### src/rtl/stpw_uart_reporter.sv
// Stopwatch time reporter: snapshots hh:mm:ss.cc on start and streams it as ASCII over a valid/ready byte port.
// Optional hour field enabled by defining RPT_HOUR_FIELD_EN (default build sends "MM:SS.CC\r\n").
module stpw_uart_reporter #(
   parameter logic [7:0] FIELD_SEP = 8'h3A,
   parameter logic [7:0] FRAC_SEP  = 8'h2E
) (
   input  logic       clk,
   input  logic       rst,
   input  logic       start,
   input  logic [6:0] msec,
   input  logic [5:0] sec,
   input  logic [5:0] min,
   input  logic [4:0] hour,
   output logic [7:0] tx_data,
   output logic       tx_valid,
   input  logic       tx_ready,
   output logic       busy,
   output logic       done
);

   localparam logic [1:0] ST_IDLE = 2'd0;
   localparam logic [1:0] ST_LOAD = 2'd1;
   localparam logic [1:0] ST_SEND = 2'd2;
   localparam logic [1:0] ST_DONE = 2'd3;

`ifdef RPT_HOUR_FIELD_EN
   localparam logic [3:0] LAST_IDX = 4'd12;
`else
   localparam logic [3:0] LAST_IDX = 4'd9;
`endif

   logic [1:0] state_q, state_d;
   logic [3:0] idx_q, idx_d;
   logic [7:0] tx_data_q, tx_data_d;
   logic       tx_valid_q, tx_valid_d;
   logic       busy_q, busy_d;
   logic       done_q, done_d;
   logic       snap_en_s;
   logic [6:0] msec_q;
   logic [5:0] sec_q;
   logic [5:0] min_q;
   logic [15:0] cs_pair_s;
   logic [15:0] sec_pair_s;
   logic [15:0] min_pair_s;
   logic [3:0]  sel_idx_s;
   logic [7:0]  sel_byte_s;
`ifdef RPT_HOUR_FIELD_EN
   logic [4:0]  hour_q;
   logic [15:0] hour_pair_s;
`else
   logic        unused_hour_s;
   assign unused_hour_s = ^hour;
`endif

   // Two ASCII digits {tens, units}; values above 99 saturate to "99".
   function automatic logic [15:0] ascii_pair(input logic [6:0] v);
      logic [6:0] sat;
      logic [6:0] tens;
      logic [6:0] units;
      sat   = (v > 7'd99) ? 7'd99 : v;
      tens  = sat / 7'd10;
      units = sat % 7'd10;
      return {8'h30 + {1'b0, tens}, 8'h30 + {1'b0, units}};
   endfunction

   // Digit conversion of the frozen snapshot fields.
   always_comb begin
      cs_pair_s  = ascii_pair(msec_q);
      sec_pair_s = ascii_pair({1'b0, sec_q});
      min_pair_s = ascii_pair({1'b0, min_q});
`ifdef RPT_HOUR_FIELD_EN
      hour_pair_s = ascii_pair({2'b00, hour_q});
`endif
   end

   // Byte selector: LOAD primes byte 0, SEND prefetches the byte after the one being accepted.
   always_comb begin
      sel_idx_s  = (state_q == ST_SEND) ? (idx_q + 4'd1) : 4'd0;
      sel_byte_s = 8'h00;
      case (sel_idx_s)
`ifdef RPT_HOUR_FIELD_EN
         4'd0:    sel_byte_s = hour_pair_s[15:8];
         4'd1:    sel_byte_s = hour_pair_s[7:0];
         4'd2:    sel_byte_s = FIELD_SEP;
         4'd3:    sel_byte_s = min_pair_s[15:8];
         4'd4:    sel_byte_s = min_pair_s[7:0];
         4'd5:    sel_byte_s = FIELD_SEP;
         4'd6:    sel_byte_s = sec_pair_s[15:8];
         4'd7:    sel_byte_s = sec_pair_s[7:0];
         4'd8:    sel_byte_s = FRAC_SEP;
         4'd9:    sel_byte_s = cs_pair_s[15:8];
         4'd10:   sel_byte_s = cs_pair_s[7:0];
         4'd11:   sel_byte_s = 8'h0D;
         4'd12:   sel_byte_s = 8'h0A;
`else
         4'd0:    sel_byte_s = min_pair_s[15:8];
         4'd1:    sel_byte_s = min_pair_s[7:0];
         4'd2:    sel_byte_s = FIELD_SEP;
         4'd3:    sel_byte_s = sec_pair_s[15:8];
         4'd4:    sel_byte_s = sec_pair_s[7:0];
         4'd5:    sel_byte_s = FRAC_SEP;
         4'd6:    sel_byte_s = cs_pair_s[15:8];
         4'd7:    sel_byte_s = cs_pair_s[7:0];
         4'd8:    sel_byte_s = 8'h0D;
         4'd9:    sel_byte_s = 8'h0A;
`endif
         default: sel_byte_s = 8'h00;
      endcase
   end

   // Frame FSM; outputs are registered from next-state values so they line up with the state.
   always_comb begin
      state_d    = state_q;
      idx_d      = idx_q;
      tx_data_d  = tx_data_q;
      tx_valid_d = tx_valid_q;
      done_d     = 1'b0;
      snap_en_s  = 1'b0;
      case (state_q)
         ST_IDLE: begin
            if (start) begin
               state_d   = ST_LOAD;
               idx_d     = 4'd0;
               snap_en_s = 1'b1;
            end else begin
               state_d = ST_IDLE;
            end
         end
         ST_LOAD: begin
            state_d    = ST_SEND;
            idx_d      = 4'd0;
            tx_valid_d = 1'b1;
            tx_data_d  = sel_byte_s;
         end
         ST_SEND: begin
            if (tx_ready) begin
               if (idx_q == LAST_IDX) begin
                  state_d    = ST_DONE;
                  tx_valid_d = 1'b0;
                  tx_data_d  = 8'h00;
                  done_d     = 1'b1;
               end else begin
                  idx_d     = idx_q + 4'd1;
                  tx_data_d = sel_byte_s;
               end
            end else begin
               state_d = ST_SEND;
            end
         end
         ST_DONE: begin
            state_d = ST_IDLE;
            idx_d   = 4'd0;
         end
         default: begin
            state_d    = ST_IDLE;
            idx_d      = 4'd0;
            tx_valid_d = 1'b0;
            tx_data_d  = 8'h00;
         end
      endcase
      busy_d = (state_d != ST_IDLE);
   end

   // State, output and snapshot registers.
   always_ff @(posedge clk or negedge rst) begin
      if (!rst) begin
         state_q    <= ST_IDLE;
         idx_q      <= 4'd0;
         tx_data_q  <= 8'h00;
         tx_valid_q <= 1'b0;
         busy_q     <= 1'b0;
         done_q     <= 1'b0;
         msec_q     <= 7'd0;
         sec_q      <= 6'd0;
         min_q      <= 6'd0;
`ifdef RPT_HOUR_FIELD_EN
         hour_q     <= 5'd0;
`endif
      end else begin
         state_q    <= state_d;
         idx_q      <= idx_d;
         tx_data_q  <= tx_data_d;
         tx_valid_q <= tx_valid_d;
         busy_q     <= busy_d;
         done_q     <= done_d;
         if (snap_en_s) begin
            msec_q <= msec;
            sec_q  <= sec;
            min_q  <= min;
`ifdef RPT_HOUR_FIELD_EN
            hour_q <= hour;
`endif
         end
      end
   end

   assign tx_data  = tx_data_q;
   assign tx_valid = tx_valid_q;
   assign busy     = busy_q;
   assign done     = done_q;

endmodule

### config.mk
export PLATFORM = sky130hd
export DESIGN_NAME = stpw_uart_reporter
export DESIGN_NICKNAME = d
export VERILOG_FILES = /design/src/rtl/stpw_uart_reporter.sv
export SDC_FILE = /design/constraint.sdc
export NUM_CORES = 1
export LEC_CHECK = 0
export ABC_AREA = 1
export BUFFER_PORTS_ARGS = -buffer_cell sky130_fd_sc_hd__buf_2
export CAP_MARGIN = 20
export CORE_MARGIN = 5
export CORE_UTILIZATION = 55
export DETAILED_ROUTE_END_ITERATION = 16
export GPL_TIMING_DRIVEN = 0
export HOLD_SLACK_MARGIN = 0.05
export PLACE_DENSITY_LB_ADDON = 0.2
export REMOVE_ABC_BUFFERS = 1
export SLEW_MARGIN = 25
export SYNTH_ARGS = -nofsm -noshare
export SYNTH_HDL_FRONTEND = slang
export SYNTH_SLANG_ARGS = --single-unit
export TNS_END_PERCENT = 5
### constraint.sdc
create_clock -name clk -period 4.7 [get_ports clk]
set_input_delay 0.705 -clock clk [delete_from_list [all_inputs] [get_ports clk]]
set_output_delay 0.705 -clock clk [all_outputs]
set_load 0.02 [all_outputs]
==> qor.yml <==
grt_pass1_vias: 2511
start_util: 0.5603
slowest_stage: "dfrtp_1"
fp-row-count: 26
cts_tree: "built"
status: "finished, final reports clean"
drv_slew: 0
arrival_ps: 3930
ys_top_cells_by_area: "dfrtp_1 32%, nand2_1 13%, inv_1 8.5%"
ant_nets: 0
ys_ff_latch: 36
insertedDiodeCount: 0
numCtsBuffers: 5
io_buffers: 33
cp_max_fo: 8
final_common_cell: "nand2_1"
synthCells: 413
clk_pin_slew_ps: 70
drtIter0Drc: 129
grt_start_max_net_pins: 37
drc_errors: 0
clock_path_buffers: 2
antenna_found_initial: 0
setup_viol: 0
holdCritPathClass: "reg -> reg"
ys_warn_count: 0
worst_pin_slew_ps: 784.3
async_flop_share: 1.000
yosys.area.top_type: "dfrtp_1"
cts_sinks: 36
vias_per_cell: 5.167
core-area_um2: 5042
crit_top_cell: "nand2_1"
hold_buffers: 0
die_x_um: 81.67
netlist.area_leader.share: 0.3189
grt_overflow_total: 0
hpwl_um: 4996
gp_routability_congestion: 0.8355
fillers: 485
first_pass_iters: 6
synthFlopType: "dfrtp_1"
drive_gt1_frac: 0.1752
syn_avg_cell_area_um2: 6.841
max_freq_ghz: 0.2668
final_cell_mix: "96 x nand2_1, 64 x inv_1, 47 x nor2_1"
setup.worst_path.end_class: "register"
vias: 2692
max_cap_viol_count: 0
dieArea_um2: 6670
clock_latency_ps: 280
finalWirelength_um: 6170
cts_setup_buffers: 0
crit_type: "reg -> reg"
final_nets: 492
synthToLayoutAreaGrowth_pct: 11.82
pin_count: 39
gr-usage-all-layers: 0.2014
hold_violations: 0
seq_area_frac_synth: 0.3189
critPathMaxStageDelay_ps: 380
synth_edf_count: 0
detail_route.wl_per_cell_um: 11.84
grt_pass1_wl_um: 10560
fin_setup_tns_ps: 0
multi_input_area_um2: 1642
rsz0062_at_grt: "no"
netlist_area_um2: 2825
max_slew_margin: 0.4771
period_share: 0.7974
crit_path_start_kind: "register"
seqCellArea_um2: 900.9
die_h_um: 81.67
fin_crit_ps: 3748
root_buffer: "clkbuf_8"
htreeDepth: 2
yosysUniqueCellTypes: 43
fin_skew_ps: 3.796
cts_resized: 0
critPathRequiredTime_ps: 4880
## path summary, 6_finish.rpt
kind	startpoint	end	slack (ps)	depth (start not counted)
min in group asynchronous	rst	sec_q[4]$_DFFE_PN0P_	500	1
max in group asynchronous	rst	msec_q[1]$_DFFE_PN0P_	3710	1
min reg2reg	tx_data[6]$_DFFE_PN0P_	tx_data[6]$_DFFE_PN0P_	470	2
max reg2reg	msec_q[5]$_DFFE_PN0P_	tx_data[6]$_DFFE_PN0P_	950	29
max	msec_q[5]$_DFFE_PN0P_	tx_data[6]$_DFFE_PN0P_	950	29
min	tx_data[6]$_DFFE_PN0P_	tx_data[6]$_DFFE_PN0P_	470	2
## Yosys cell counts (all sizes together) (2+ instances only)
cell     number
nand2       111
inv          72
nor2         51
a21oi        38
dfrtp        36
nand3        24
o21ai        23
ha           14
nand4        10
nor3          4
clkbuf        3
mux2          3
o2111ai       2
o22ai         2
or2           2
xor2          2
## critical path: cells and delay by family (launching register included)
kind	cells	cell delay, ps
compound gates	1	250
flops	1	380
simple gates	22	2230
buf+inv	3	190
fa+ha+maj	3	580
## metal layers
| metal | share of wire | vias up | global-route usage |
|---|---|---|---|
| li1 | - | 1412 | - |
| met1 | 0.44 | 1236 | 0.2423 |
| met2 | 0.51 | 37 | 0.3632 |
| met3 | 0.033 | 7 | 0.03838 |
| met4 | 0.011 | 0 | 0.05980 |
| met5 | 0 | - | 0 |
## flip-flops by register name (all words and copies together) (netlist names), 2 cells and up
name and count:
idx_q 4, min_q 6, msec_q 7, sec_q 6
state_q 2, tx_data 8
## kinds of logic after synthesis
group | count (synthesis) | synth area share
AND/OR/NAND/NOR | 205 | 0.3437
AO/OA/AOI/OAI | 77 | 0.1563
buffers and inverters | 76 | 0.1010
flip-flops | 36 | 0.3189
adder cells (fa/ha/maj) | 14 | 0.06200
multiplexers | 3 | 0.01196
XOR/XNOR | 2 | 0.006201
## per-stage QoR
stage,hold WS (ps),setup slack (ps),utilization,cell area (um2),std cells
after floorplan,409.4,1366,-,2814,410
after global placement,458.4,1059,0.6082,3067,513
after CTS,479.6,906.4,0.6261,3157,521
final,474.1,952.3,0.6266,3159,521
after global routing,503.3,503.0,0.6266,3159,521
after detailed placement,460.6,930.0,0.6082,3067,513
## layout make-up
class	count	area share
repair buffers	33	0.05228
well taps	70	0.02772
clock buffers	8	0.02851
multi-input cells	301	0.5196
flip-flops and latches	36	0.2851
inverters	73	0.08673
Power is not shown: default switching activity piles up to over one toggle a cycle in this logic, so the estimate is an artifact.
